==> src/rtl/ours_xm_to_jtag_tap_shifter.sv <==
// Bit-level JTAG TAP driver: walks Run-Test/Idle -> IR scan -> DR scan -> Run-Test/Idle
// for one {inst, data, size} command and captures TDO of the DR scan into data_o.
module ours_xm_to_jtag_tap_shifter #(
    parameter int unsigned JTAG2OR_CODE_SIZE = 4,
    parameter int unsigned DATA_IN_W         = 128,
    parameter int unsigned DATA_OUT_W        = 64,
    parameter int unsigned TDO_DLY           = 1
) (
    input  logic                         clk,
    input  logic                         rst_n,
    input  logic                         vld_i,
    input  logic [JTAG2OR_CODE_SIZE-1:0] inst_i,
    input  logic [DATA_IN_W-1:0]         data_i,
    input  logic [7:0]                   data_size_i,
    output logic                         vld_o,
    output logic [DATA_OUT_W-1:0]        data_o,
    output logic                         busy_o,
    output logic                         jtag_tms_o,
    output logic                         jtag_tdi_o,
    input  logic                         jtag_tdo_i
);

    localparam int unsigned C_W   = JTAG2OR_CODE_SIZE;
    localparam int unsigned CNT_W = $clog2(DATA_IN_W) + 1;

    typedef enum logic [2:0] {
        ST_IDLE, ST_PRE_IR, ST_SH_IR, ST_MID, ST_SH_DR, ST_POST
    } state_e;

    state_e                  state_q, state_d;
    logic [CNT_W-1:0]        cnt_q, cnt_d;
    logic [CNT_W-1:0]        size_q, size_d;
    logic [C_W-1:0]          inst_sr_q, inst_sr_d;
    logic [DATA_IN_W-1:0]    data_sr_q, data_sr_d;
    logic [DATA_OUT_W-1:0]   data_q, data_d;
    logic                    tms_q, tms_d;
    logic                    tdi_q, tdi_d;
    logic                    vld_q, vld_d;
    logic                    busy_q, busy_d;

    logic [CNT_W-1:0]        size_c;
    logic                    dr_bit_c;
    logic                    cap_en_c;
    logic [CNT_W-1:0]        cap_idx_c;

    // Zero-length scans become one bit; oversized requests clamp to the DR width.
    always_comb begin
        if (data_size_i == 8'd0) begin
            size_c = CNT_W'(1);
        end else if (32'(data_size_i) > DATA_IN_W) begin
            size_c = CNT_W'(DATA_IN_W);
        end else begin
            size_c = CNT_W'(data_size_i);
        end
    end

    assign dr_bit_c = (state_q == ST_SH_DR);

    generate
        if (TDO_DLY == 0) begin : g_no_dly
            assign cap_en_c  = dr_bit_c;
            assign cap_idx_c = cnt_q;
        end else begin : g_dly
            logic             en_q  [TDO_DLY];
            logic [CNT_W-1:0] idx_q [TDO_DLY];

            always_ff @(posedge clk or negedge rst_n) begin
                if (!rst_n) begin
                    for (int unsigned k = 0; k < TDO_DLY; k++) begin
                        en_q[k]  <= 1'b0;
                        idx_q[k] <= '0;
                    end
                end else begin
                    en_q[0]  <= dr_bit_c;
                    idx_q[0] <= cnt_q;
                    for (int unsigned k = 1; k < TDO_DLY; k++) begin
                        en_q[k]  <= en_q[k-1];
                        idx_q[k] <= idx_q[k-1];
                    end
                end
            end

            assign cap_en_c  = en_q[TDO_DLY-1];
            assign cap_idx_c = idx_q[TDO_DLY-1];
        end
    endgenerate

    // Next state; TMS/TDI are derived from the state being entered so they leave a flop.
    always_comb begin
        state_d   = state_q;
        cnt_d     = cnt_q;
        size_d    = size_q;
        inst_sr_d = inst_sr_q;
        data_sr_d = data_sr_q;
        data_d    = data_q;
        vld_d     = 1'b0;
        tms_d     = 1'b0;
        tdi_d     = 1'b0;

        case (state_q)
            ST_IDLE: begin
                if (vld_i) begin
                    state_d   = ST_PRE_IR;
                    cnt_d     = '0;
                    size_d    = size_c;
                    inst_sr_d = inst_i;
                    data_sr_d = data_i;
                    data_d    = '0;
                end
            end
            ST_PRE_IR: begin
                if (cnt_q == CNT_W'(3)) begin
                    state_d = ST_SH_IR;
                    cnt_d   = '0;
                end else begin
                    cnt_d = cnt_q + CNT_W'(1);
                end
            end
            ST_SH_IR: begin
                if (cnt_q == CNT_W'(C_W - 1)) begin
                    state_d = ST_MID;
                    cnt_d   = '0;
                end else begin
                    cnt_d = cnt_q + CNT_W'(1);
                end
            end
            ST_MID: begin
                if (cnt_q == CNT_W'(3)) begin
                    state_d = ST_SH_DR;
                    cnt_d   = '0;
                end else begin
                    cnt_d = cnt_q + CNT_W'(1);
                end
            end
            ST_SH_DR: begin
                if (cnt_q == size_q - CNT_W'(1)) begin
                    state_d = ST_POST;
                    cnt_d   = '0;
                end else begin
                    cnt_d = cnt_q + CNT_W'(1);
                end
            end
            ST_POST: begin
                if (cnt_q == CNT_W'(1)) begin
                    state_d = ST_IDLE;
                    cnt_d   = '0;
                    vld_d   = 1'b1;
                end else begin
                    cnt_d = cnt_q + CNT_W'(1);
                end
            end
            default: begin
                state_d = ST_IDLE;
                cnt_d   = '0;
            end
        endcase

        case (state_d)
            ST_PRE_IR: tms_d = (cnt_d < CNT_W'(2));
            ST_SH_IR: begin
                tms_d     = (cnt_d == CNT_W'(C_W - 1));
                tdi_d     = inst_sr_q[0];
                inst_sr_d = inst_sr_q >> 1;
            end
            ST_MID:    tms_d = (cnt_d < CNT_W'(2));
            ST_SH_DR: begin
                tms_d     = (cnt_d == size_q - CNT_W'(1));
                tdi_d     = data_sr_q[0];
                data_sr_d = data_sr_q >> 1;
            end
            ST_POST:   tms_d = (cnt_d == CNT_W'(0));
            default: begin
                tms_d = 1'b0;
                tdi_d = 1'b0;
            end
        endcase

        // Delayed DR bit index selects its capture slot; bits past DATA_OUT_W fall away.
        if (cap_en_c) begin
            for (int unsigned j = 0; j < DATA_OUT_W; j++) begin
                if (cap_idx_c == CNT_W'(j)) begin
                    data_d[j] = jtag_tdo_i;
                end
            end
        end

        busy_d = (state_d != ST_IDLE);
    end

    always_ff @(posedge clk or negedge rst_n) begin
        if (!rst_n) begin
            state_q   <= ST_IDLE;
            cnt_q     <= '0;
            size_q    <= '0;
            inst_sr_q <= '0;
            data_sr_q <= '0;
            data_q    <= '0;
            tms_q     <= 1'b0;
            tdi_q     <= 1'b0;
            vld_q     <= 1'b0;
            busy_q    <= 1'b0;
        end else begin
            state_q   <= state_d;
            cnt_q     <= cnt_d;
            size_q    <= size_d;
            inst_sr_q <= inst_sr_d;
            data_sr_q <= data_sr_d;
            data_q    <= data_d;
            tms_q     <= tms_d;
            tdi_q     <= tdi_d;
            vld_q     <= vld_d;
            busy_q    <= busy_d;
        end
    end

    assign vld_o      = vld_q;
    assign data_o     = data_q;
    assign busy_o     = busy_q;
    assign jtag_tms_o = tms_q;
    assign jtag_tdi_o = tdi_q;

endmodule

==> config.mk <==
export PLATFORM = sky130hd
export DESIGN_NAME = ours_xm_to_jtag_tap_shifter
export DESIGN_NICKNAME = d
export VERILOG_FILES = /design/src/rtl/ours_xm_to_jtag_tap_shifter.sv
export SDC_FILE = /design/constraint.sdc
export NUM_CORES = 1
export LEC_CHECK = 0
export CORE_MARGIN = 2
export CORE_UTILIZATION = 47
export DETAILED_ROUTE_END_ITERATION = 7
export PLACE_DENSITY = 0.81
export SLEW_MARGIN = 15
export SYNTH_ARGS = -nofsm -noshare
export SYNTH_HDL_FRONTEND = slang
export SYNTH_SLANG_ARGS = --single-unit
==> constraint.sdc <==
create_clock -name clk -period 2.5 [get_ports clk]
set_input_delay 0.5 -clock clk [delete_from_list [all_inputs] [get_ports clk]]
set_output_delay 0.5 -clock clk [all_outputs]
set_load 0.01 [all_outputs]
# Word level (Yosys, flattened, before mapping)
# Index checks and enable logic that the tools add are counted.
# Widths: inputs -> output; s select.
[totals] ff_bits=228 latchBits=0 ramBits=0 rom_bits=0 in_bits=144 out_inout_bits=68 word_cells=199 memories=0
[op_classes] add_sub_neg=2 n_mul=0 div=0 magnitude_cmp=2 n_eq_ne=78 shifts=0 n_mux=91 n_bitwise=0 n_reduce_logical=14
[ops] op="$mux 128" n=3
[ops] op="$eq 8x6->1 const B" n=32
[ops] op="$mux 64" n=3
[ops] op="$eq 8x5->1 const B" n=16
[ops] op="$mux 1" n=66
[ops] op="$eq 8x4->1 const B" n=8
[ops] op="$mux 8" n=6
[ops] op="$eq 8x2->1 const B" n=4
[ops] op="$eq 8x3->1 const B" n=4
[ops] op="$pmux 8 s4" n=1
[ops] op="$logic_not 8->1" n=3
[ops] op="$mux 3" n=6
[ops] op="$pmux 3 s6" n=1
[ops] op="$eq 8x1->1 const B" n=2
[ops] op="$eq 8x8->1" n=2
[ops] op="$eq 3x2->1 const B" n=4
[ops] op="$eq 3x3->1 const B" n=4
[ops] op="$mux 4" n=3
[ops] op="$add 8x1->8 const B" n=1
[ops] op="$gt 8x8->1 const B" n=1
[ops] op="$lt 8x2->1 const B" n=1
[ops] op="$reduce_bool 2->1" n=4
[ops] op="$sub 8x1->8 const B" n=1
[ops] op="$eq 3x1->1 const B" n=2
[ops] op="7 further kinds" n=9

# Logic depth before layout (Yosys ltp)
# Gate-level depths: netlist of run 1.
[logic_depth] ltp_word=7 mapped_depth=14 mapped_depth_nobuf=12

# Least setup slack after synthesis of run 1
# No wires, ideal clock.
[synth_timing] path_kind="register to register" startpoint="register size_q[0]" endpoint="register tms_q (netlist: jtag_tms_o)" arrival_time_ns=2.633 path_slack_ns=-0.225 stages_incl_launch_ff=14 path_buffers=1 path_cell_list="dfrtp_1 inv_1 ha_1 nand2b_4 nor4_4 xnor3_1 and3_1 buf_6 a21o_1 or3_1 o21ai_2 and4_1 o2bb2ai_1 o31ai_2"
[synth_via] elab_cells_between_ends=17 classes_between="1 x add/sub; 1 x order compare; 8 x eq/ne; 5 x mux; 2 x reduce/logical"
[synth_lines] element="from (decl)" line_no="32" rtl="logic [CNT_W-1:0] size_q, size_d;"
[synth_lines] element="from (signal assigned)" line_no="205" rtl="size_q <= size_d;"
[synth_lines] element="$sub 8x1->8 (*)" line_no="136" rtl="if (cnt_q == size_q - CNT_W'(1)) begin"
[synth_lines] element="$eq 8x8->1 (*)" line_no="136"
[synth_lines] element="$mux 8 (*)" line_no="136"
[synth_lines] element="$pmux 8 s4 (*)" line_no="100" rtl="case (state_q)"
[synth_lines] element="via cnt_d[4]" line_no="31" rtl="logic [CNT_W-1:0] cnt_q, cnt_d;"
[synth_lines] element="$lt 8x2->1 (tied with other cells)" line_no="159, 165"
[synth_lines] element="$pmux 1 s4 (*)" line_no="158" rtl="case (state_d)"
[synth_lines] element="via tms_d" line_no="36" rtl="logic tms_q, tms_d;"
[synth_lines] element="to (signal assigned)" line_no="209" rtl="tms_q <= tms_d;"
[synth_lines] element="to (decl)" line_no="36"
# The timed path passes the listed nets; every way through them passes the cells marked *.
# A chain may end at the register's enable or synchronous reset.

# Worst setup path in the final report of run 1
# Same ends and word-level chain as after synthesis.

==> results.rst, run 1 <==
.. list-table::
   :header-rows: 1

   * - Metric
     - Value
   * - Result of the run
     - finished with violations
   * - Violated checks
     - negative setup slack
   * - Antenna diode count
     - 0
   * - Avg Vias per Cell
     - approximately 5.9
   * - Leak Pwr
     - 7.22 nW
   * - Initial cell density of the core
     - 0.473
   * - CTS tree
     - yes
   * - Mapped Nets
     - approximately 1300
   * - Met1 global-route usage
     - 0.311
   * - Kind of critical path
     - reg -> reg
   * - Placed instance count
     - roughly 1600
   * - Final net count
     - roughly 1600
   * - Count of max-cap constraint violations
     - 0
   * - Count of final setup violators
     - ~130
   * - Area share of the largest cell type after synthesis
     - 0.537
   * - Top cell type by total area after synthesis
     - dfrtp_1
   * - Number of logic stages on the critical path including buffering
     - 11
   * - Clock tree skew after final layout
     - about 17 ps
   * - Worst setup margin
     - -419 ps
   * - Worst Hold Slack
     - approximately 480 ps
   * - DP Wirelength
     - between 20000 and 25000 um
   * - Simple-gate portion of the synthesized area
     - 0.226
   * - Drc violations
     - 0
   * - Top post-synthesis cells by area
     - dfrtp_1 (54%), nand2_1 (13%), a22oi_1 (9.2%), o211ai_1 (4.3%), nand3_1 (3.9%)
   * - Critical Path RT
     - between 2000 and 3000 ps
   * - Met3 routing resource usage after global routing
     - 0.0712
   * - Met2 global-route usage
     - 0.412
   * - Die height
     - approximately 150 um
   * - Slew of the pin with the lowest slew margin
     - 788 ps
   * - Highest achievable clock rate
     - ~340 MHz
   * - Total number of placement rows
     - 55
   * - Die width
     - between 150 and 200 um
   * - Count of flip-flops with a built-in enable after synthesis
     - 0
   * - Flip-flop and latch count after synthesis
     - about 230
   * - Reg2Reg Setup Slack
     - -420 ps
   * - Mean Syn Cell Area
     - 9.24 um2
   * - Multi-input gate area
     - slightly above 5000 um2
   * - Category of the worst setup path launch point
     - flip-flop
   * - Number of antenna violations at the first check in global routing
     - 0
   * - Sequential cell area in the final layout
     - ~5700 um2
   * - Die area
     - 23800 um2
   * - Worst hold-check path type
     - reg -> reg
   * - Maximum number of pins on one net before global-route repair
     - 77
   * - Total buffers and inverters traversed by the critical path
     - 2
   * - Leading register cell type out of synthesis
     - dfrtp_1
   * - Core footprint
     - roughly 22000 um2
   * - DRT Wirelength
     - between 30000 and 40000 um
   * - Port bufs
     - between 200 and 250
   * - First-pass GRT wire length
     - between 40000 and 50000 um
   * - Endpoint type of the worst setup path
     - flip-flop
   * - Xor/xnor share of the synthesized area
     - 0.0209
   * - Final cell count without fillers
     - roughly 1700
   * - Worst setup endpoint
     - jtag_tms_o
   * - Maximum buffer depth of the clock tree
     - 3
   * - Gate Count Post-Synth
     - between 1000 and 1500
   * - Critical Path Start
     - size_q[0]
   * - Ordered list of cells on the worst path
     - inv_2, ha_4, xnor2_4, nor4_2, and3_4, nand4_1, a32oi_2, inv_1, a211oi_1, a21oi_1, o31ai_2
   * - Number of search-and-repair iterations in the first detailed-routing pass
     - 5
   * - Gr usage total
     - 0.245
   * - Layout cell share with drive strength beyond 1
     - 0.213
   * - Count of fill cells added during filler insertion
     - 1629
   * - Tightest slew margin relative to the limit
     - 0.473
   * - Overall overflow remaining after global route
     - 0
   * - Clock Sinks
     - between 200 and 250
   * - Area share of fa/ha/maj cells after synthesis
     - 0.00353
   * - Largest stage delay on the critical path
     - 460 ps
   * - Register area share after synthesis
     - 0.537
   * - Synthesized-area fraction occupied by ao, oa, aoi and oai cells
     - 0.173
   * - Power Density
     - 482 nW/um2
   * - Placer's final routability congestion estimate
     - ~0.9
   * - Cell at the slowest stage of the critical path
     - dfrtp_2
   * - Portion of netlist area occupied by mux cells
     - 0.000942
   * - Cell area after placement
     - between 10000 and 15000 um2
   * - Library cell used as clock root buffer
     - clkbuf_16
   * - Number of buffers added by the clock tree synthesis step
     - 24
   * - Biggest fanout along the worst timing path
     - 8
   * - Total number of vias
     - between 9000 and 10000
   * - Synth-to-Final Area Change
     - 44.3%
   * - Dominant combinational cell family by area after synthesis
     - simple AND/OR/NAND/NOR gates
   * - CP Data Arrival Time
     - 3350 ps
   * - Worst voltage drop across the vdd grid
     - 0.444 mV
   * - Most used cells in the layout excluding fill and tap cells
     - nand2_1 (262), dfrtp_1 (224), clkdlybuf4s50_1 (209)
   * - Post-synthesis cell type count
     - 66
   * - Kind of cell with the highest combined delay on the critical path
     - compound AO/OA/AOI/OAI gates
   * - Most common cell after layout, fill and taps aside
     - nand2_1
   * - Capture instance of the worst register-to-register path
     - jtag_tms_o
   * - Setup repair after global routing missed its margin
     - yes
   * - Clock Latency Late Sink
     - 530 ps
   * - Max Slew Vio Count
     - 0
   * - Post-Layout Inst Area
     - around 15000 um2
   * - Combined area of all synthesized cells
     - about 11000 um2
   * - Total power
     - between 0.007 and 0.008 W
   * - Syn. warnings
     - 0
   * - Antenna violation net count after detailed routing
     - 0
   * - Final period utilization
     - 1.17
   * - Hold Vio Cnt, Final
     - 0
   * - Iteration-0 DRC Markers
     - between 700 and 800
   * - Via count of the first global-routing pass
     - around 10000
   * - Reg-to-reg startpoint
     - size_q[0]
   * - Detailed-route wire length per cell
     - ~19 um
   * - Ys async rst share
     - 1.00
   * - Total number of H-tree levels
     - 1
   * - Layer with the highest usage
     - met2
   * - I/O pins
     - ~210
   * - Clock-pin slew reported for the worst setup and hold paths after clock tree synthesis
     - 60 ps
   * - Final Core Density
     - 0.683
   * - Time the final worst path needs with I/O delays and setup
     - 2920 ps
   * - R2R depth
     - 11
## metal layers
metal | vias up | share of wire
met4 | 0 | 0.024
met5 | - | 0
met1 | 4853 | 0.39
met2 | 511 | 0.49
met3 | 82 | 0.095
li1 | 4548 | -
## sequential cells by signal (all words and copies together) (netlist names)
register and cells:
cap_idx_c 8, cnt_q 8, busy_o 1, cap_en_c 1
data_o 64, inst_sr_q 4, data_sr_q 128, size_q 8
state_q 3, jtag_tdi_o 1, jtag_tms_o 1, vld_o 1
## area by class of cell
cell class                 count  area share
multi-input combinational    827       0.336
sequential                   228       0.373
clock buffer                  34      0.0449
timing repair buffer         316       0.218
tap                          285      0.0233
clock inverter                 4     0.00204
inverter                      11     0.00269
## logic make-up after synthesis
| kind of cell | after synthesis |
|---|---|
| compound gates | 244 |
| xor+xnor | 22 |
| fa+ha+maj | 3 |
| buf+inv | 94 |
| flops | 228 |
| mux | 1 |
| simple gates | 557 |
## power by group
| group | switching [W] | total [W] | internal, W |
|---|---|---|---|
| clock | 0.00145 | 0.00335 | 0.00190 |
| combinational | 0.000137 | 0.000347 | 0.000210 |
| sequential | 0 | 0.00369 | 0.00369 |
## metrics by stage
stage	TNS (ps)	setup slack (ps)
after floorplan	-105	-105
after global placement	-26210	-248
after detailed placement	-33980	-345
after CTS	-30340	-329
after global routing	-53080	-585
final	-37610	-419
## worst min-delay path by stage
stage / start / end / slack [ps] / depth (start not counted)
floorplan: rst_n / busy_o / 200 / 0
global route: data_sr_q[73] / data_sr_q[73] / 500 / 2
CTS: data_sr_q[90] / data_sr_q[90] / 480 / 2
finish: data_sr_q[22] / data_sr_q[22] / 480 / 2
detailed placement: data_sr_q[90] / data_sr_q[90] / 460 / 2
global placement: data_sr_q[119] / data_sr_q[119] / 460 / 2
## Yosys cell counts, drive strengths merged (11+ instances only)
master and n:
nor3 14, o211ai 61, nand3 82, clkbuf 52, buf 31, nor2 34, xnor2 11, a21oi 11
a22oi 130, dfrtp 228, nand2 377, inv 11
## tightest hold or removal path, stage by stage (launching register included)
cell and delay (ps):
dfrtp_1 340, nand2_1 50, nand2_1 60
## what timing repair did
item                                    CTS  global route
endpoints found under the setup margin  130           130
setup buffers                             3             5
pin swaps                                11            75
cloned                                    0            10
hold buffers                              1             0
endpoints found under the hold margin    57             0
resized for setup                        19           181
Note: power is estimated with default switching activity, not from simulation.
==> run 2: changes to the inputs <==
- TNS_END_PERCENT: not set -> 100
==> results of run 2 <==
Same layout as run 1: the final DEF is identical, and so are final timing and power.
==> patch 1 (flow settings as in run 2) <==
The output `busy_o` loses its register stage (`busy_q` becomes a continuous assignment).
--- a/src/rtl/ours_xm_to_jtag_tap_shifter.sv
+++ b/src/rtl/ours_xm_to_jtag_tap_shifter.sv
@@ -200,3 +200,2 @@
             vld_q     <= 1'b0;
-            busy_q    <= 1'b0;
         end else begin
@@ -211,5 +210,6 @@
             vld_q     <= vld_d;
-            busy_q    <= busy_d;
         end
     end
+
+    assign busy_q = busy_d;
 
Behaviour: not the same (a bounded check fails within 4 cycles, from zero or initial values and one cycle with rst_n low).
==> patch 1 against run 2 <==
  * Highest routed layer is now met5
  * Largest power group unchanged
  * Register-to-register slack got worse by 260 ps
  * Critical path type is now register to primary output
  * The run still ends with negative setup slack left
  * Sequential cell count is 1 lower
  * Count of clock-buffer cells in the layout is the same
  * Synthesized cell count about the same
  * Routed wire length rose by 44%
  * First-iteration DRC count up 93%
  * Combinational power is 14% higher
  * Power rose by 3.3%
  * Cell area increased by 13%
  * Final cell count rose by 3.6%
  * Worst setup slack got worse by 360 ps
  * Area after synthesis fell by 0.24%
==> patch 1: results (changes against run 2) <==
GRT Util Overall -> 33.7% (+9.2 points)
Longest Clk Path Bufs -> 3 (unchanged)
Worst setup startpoint -> size_q[1]
Root Buffer -> clkbuf_16
CP endpoint -> busy_o
Reg with most FFs -> data_sr_q
Slew @ Worst Pin -> 845 ps (+56.6 ps)
TritonRoute pass-1 iters -> 6 (+1)
# setup viols final -> 136 (+5.4%)
Post-synth EDFFs -> 0 (unchanged)
vias in the first global route -> 11400 (+17%)
Wirelength per Cell -> 26.7 um (+39%)
sequential share of the synthesized area -> 53.6% (-0.11 points)
Main synth FF type -> dfrtp_1
DR iter-0 viols -> 1355 (+93%)
Worst R2R Setup Slack -> -680 ps (-260 ps)
via-per-instance ratio -> 6.57 (+12%)
crit path DAT -> 2780 ps (-570 ps)
dominant cells by area after synthesis -> dfrtp_1, nand2_1, a22oi_1, o211ai_1, nand3_1
Register-to-Register Path Depth -> 15 (+4)
RD Place Congestion -> 0.880 (-1.9%)
Internal Power -> 0.00580 W (about the same)
Yosys warnings -> 0 (unchanged)
Synth Net Count -> 1295 (-0.077%)
largest net degree at the start of global routing -> 77 (unchanged)
syn_area_per_cell -> 9.23 um^2 (-0.15%)
first-pass GRT wire length -> 63200 um (+32%)
worst-skew pair later-pin latency -> 540 ps
max FFs per register -> 128 (unchanged)
final non-filler cell total -> 1767 (+3.6%)
R2R Path End -> data_sr_q[30]
CTS H-tree depth -> 1 (unchanged)
ys async rst share -> 100% (unchanged)
Area after DPL -> 13600 um^2 (-0.21%)
Place WS -> -459 ps (-115 ps)
Final Skew -> 26.3 ps (+9.26 ps)
Worst VDD drop -> 0.000590 V (+33%)
setup slack after layout -> -776 ps (-357 ps)
top post-synthesis cells by count -> nand2_1, dfrtp_1, a22oi_1, nand3_1, o211ai_1
Hold Path Class -> register to register
IO buf count -> 211 (unchanged)
violations in the final reports -> negative setup slack
outcome -> complete, but fails checks
layout cells sized above 1 -> 36.7% (+15 points)
Synth cell types -> 66 (unchanged)
CTS buffer count -> 25 (+4.2%)
initial antenna violation count -> 2 (+2)
clock-pin slew on the worst setup and hold paths -> 70 ps
Leak -> 7.78 nW (+7.8%)
crit-path max FO -> 3 (-5)
detailed placement HPWL -> 20900 um (+3.6%)
Placed Cells -> 1646 (-0.18%)
-- patch 1: cell types whose count changed after synthesis, sizes merged --
cell | run 2 | this run
dfrtp | 228 | 227
-- patch 1: routing by layer --
metal / part of all wire, % / global-route usage (%)
met5: 0.028 / 0
met2: 47 / 57.8
met1: 33 / 39.8
met3: 11 / 8.26
met4: 8.6 / 16.0
-- patch 1: worst max-delay path, stage by stage (launching register included) --
cell and delay, ps:
dfrtp_1 420, buf_4 160, or4_4 510, o32ai_4 130
nor4_2 80, and3_4 180, a21o_1 170, buf_4 130
or3_4 320, buf_6 130
-- patch 1: timing repair --
item                                   in CTS  in global routing
cloned                                     30                  5
resized for setup                         223                272
pin swaps                                  89                172
setup buffers                              48                 10
setup endpoints to repair                 131                140
hold buffers                                1                  0
endpoints found under the hold margin      18                  0
-- patch 1: cells by family (layout without fill, tap and decap cells) --
group                    Yosys count  after routing  synth area share (%)
adder cells (fa/ha/maj)            3              3                 0.354
buffers and inverters             94            432                  3.86
flip-flops                       227            227                  53.6
AO/OA/AOI/OAI                    244            244                  17.3
XOR/XNOR                          22             22                  2.09
multiplexers                       1              1                0.0945
other                              0              1                     0
AND/OR/NAND/NOR                  557            557                  22.6
-- patch 1: final cells by class --
cell class	count	area [um^2]
Multi-Input combinational cell	827	6090
Sequential cell	227	5680
Fill cell	1090	4680
Timing Repair Buffer	377	4360
Clock buffer	34	679
Tap cell	280	350
Clock inverter	10	67.6
Inverter	11	41.3
Antenna cell	1	2.50
-- patch 1: power by group through the flow --
stage	Clock [W]	Combinational, W	Sequential (W)
after floorplan	0	0.0000173	0.00374
after global placement	0	0.000343	0.00374
after detailed placement	0	0.000347	0.00374
after CTS	0.00347	0.000356	0.00367
after global routing	0.00370	0.000414	0.00367
final	0.00356	0.000395	0.00367
-- patch 1: metrics by stage --
stage | total power, W | TNS, ps
after floorplan | 0.00376 | -170
after global routing | 0.00779 | -80850
after global placement | 0.00408 | -23700
after CTS | 0.00750 | -54180
after detailed placement | 0.00409 | -34500
final | 0.00763 | -59450
-- patch 1: worst min path at each step --
stage / startpoint / endpoint / slack [ps] / cells after the start
final: data_sr_q[64] / data_sr_q[64] / 510 / 2
after floorplan: rst_n / cap_en_c / 200 / 0
after global routing: data_sr_q[73] / data_sr_q[73] / 540 / 2
after CTS: data_sr_q[107] / data_sr_q[107] / 470 / 2
after global placement: data_sr_q[67] / data_sr_q[67] / 460 / 2
after detailed placement: data_sr_q[42] / data_sr_q[42] / 460 / 2
==> patch 2 (config.mk and constraints of run 2) <==
Made on the original files. Set the parameter `JTAG2OR_CODE_SIZE` to 2 (it was 4).
--- a/src/rtl/ours_xm_to_jtag_tap_shifter.sv
+++ b/src/rtl/ours_xm_to_jtag_tap_shifter.sv
@@ -3,3 +3,3 @@
 module ours_xm_to_jtag_tap_shifter #(
-    parameter int unsigned JTAG2OR_CODE_SIZE = 4,
+    parameter int unsigned JTAG2OR_CODE_SIZE = 2,
     parameter int unsigned DATA_IN_W         = 128,
Ports: changed (resized inst_i); port bits go from 212 to 210. No check against the original RTL was run, so the function may have changed too.
==> patch 2 against run 2 <==
  * The run still ends with negative setup slack left
  * Critical path depth rose by 1
  * Sequential cell count fell by 2
  * Worst setup slack got worse by 400 ps
  * Hold slack got worse by 0.55 ps
  * Cell area rose by 7.2%
  * Die area barely moved
  * Routed wire length rose by 14%
  * Area after synthesis barely moved
  * Utilization rose by 4.9 points
Power is not compared: it rests on default switching activity, and its combinational part moved more than twofold at a synthesized area within 25%.
==> patch 2: results (changes against run 2) <==
outcome -> complete, but fails checks
violations in the final reports -> negative setup slack
TNS Setup -> -91170 ps (-53560 ps)
Non-clock buffers -> 351 (+11%)
sequential share of the synthesized area -> 53.2% (-0.52 points)
CLK BUF -> 33 (-2.9%)
Wirelength per Cell -> 21.4 um (+11%)
# setup viols final -> 140 (+8.5%)
setup slack after layout -> -815 ps (-396 ps)
first-pass GRT wire length -> 55200 um (+15%)
GRT Util Overall -> 28.5% (+4.0 points)
Final Skew -> 13.4 ps (-3.59 ps)
crit-path max FO -> 6 (-2)
Synth Area in XOR/XNOR -> 1.91% (-0.18 points)
layout cells sized above 1 -> 29.4% (+8.2 points)
dominant cells by area after synthesis -> dfrtp_1, nand2_1, a22oi_1, o211ai_1, nand3_1
Mapped Cells -> 1143 (-0.52%)
hold slack -> 476 ps (-0.551 ps)
Multi-In Gates -> 822 (-0.60%)
Routed Wire Length -> 37200 um (+14%)
Hold Path Sink -> data_sr_q[108]
Inverters -> 10 (-1)
initial antenna violation count -> 2 (+2)
largest net degree at the start of global routing -> 91 (+18%)
flops & latches, synth -> 226 (-0.88%)
final instance area -> 16400 um^2 (+7.2%)
fraction of cell area in non-clock buffers -> 23.9% (+2.0 points)
TritonRoute pass-1 iters -> 6 (+1)
RD Place Congestion -> 0.896 (-0.17%)
vias in the first global route -> 10600 (+9.3%)
detailed placement HPWL -> 20500 um (+1.5%)
top post-synthesis cells by count -> nand2_1, dfrtp_1, a22oi_1, nand3_1, o211ai_1
Layout clock area frac -> 5.09% (+0.40 points)
Area after DPL -> 13600 um^2 (-0.50%)
Slew @ Worst Pin -> 1320 ps (+535 ps)
Compound-Gate Fraction of Synth Area -> 18.1% (+0.79 points)
syn_area_per_cell -> 9.30 um^2 (+0.61%)
patch 2: cell types whose count changed after synthesis, moves of 4 or more:
cell	run 2	this run
nand4_1	6	0
clkbuf_1	52	57
o31ai_1	2	6
nand2_1	376	368
nor2_1	32	28
a211oi_1	4	0
patch 2: layer usage:
layer,GRT usage (%),share of wire (%),up-vias
met5,0,0.040,-
li1,-,-,4652
met3,4.51,7.4,132
met2,47.9,50,619
met4,12.1,4.5,2
met1,36.9,38,5214
patch 2: what timing repair did:
| item | CTS | global route |
|---|---|---|
| hold buffers | 1 | 0 |
| resized for setup | 146 | 173 |
| pin swaps | 66 | 62 |
| setup endpoints to repair | 139 | 142 |
| buffers inserted | 22 | 2 |
| endpoints found under the hold margin | 59 | 0 |
| gates cloned | 22 | 6 |
patch 2: where the power goes:
| group | switching (W) | internal (W) |
|---|---|---|
| logic | 0.00415 | 0.00393 |
| registers | 0.00116 | 0.00484 |
| clock network | 0.00153 | 0.00226 |
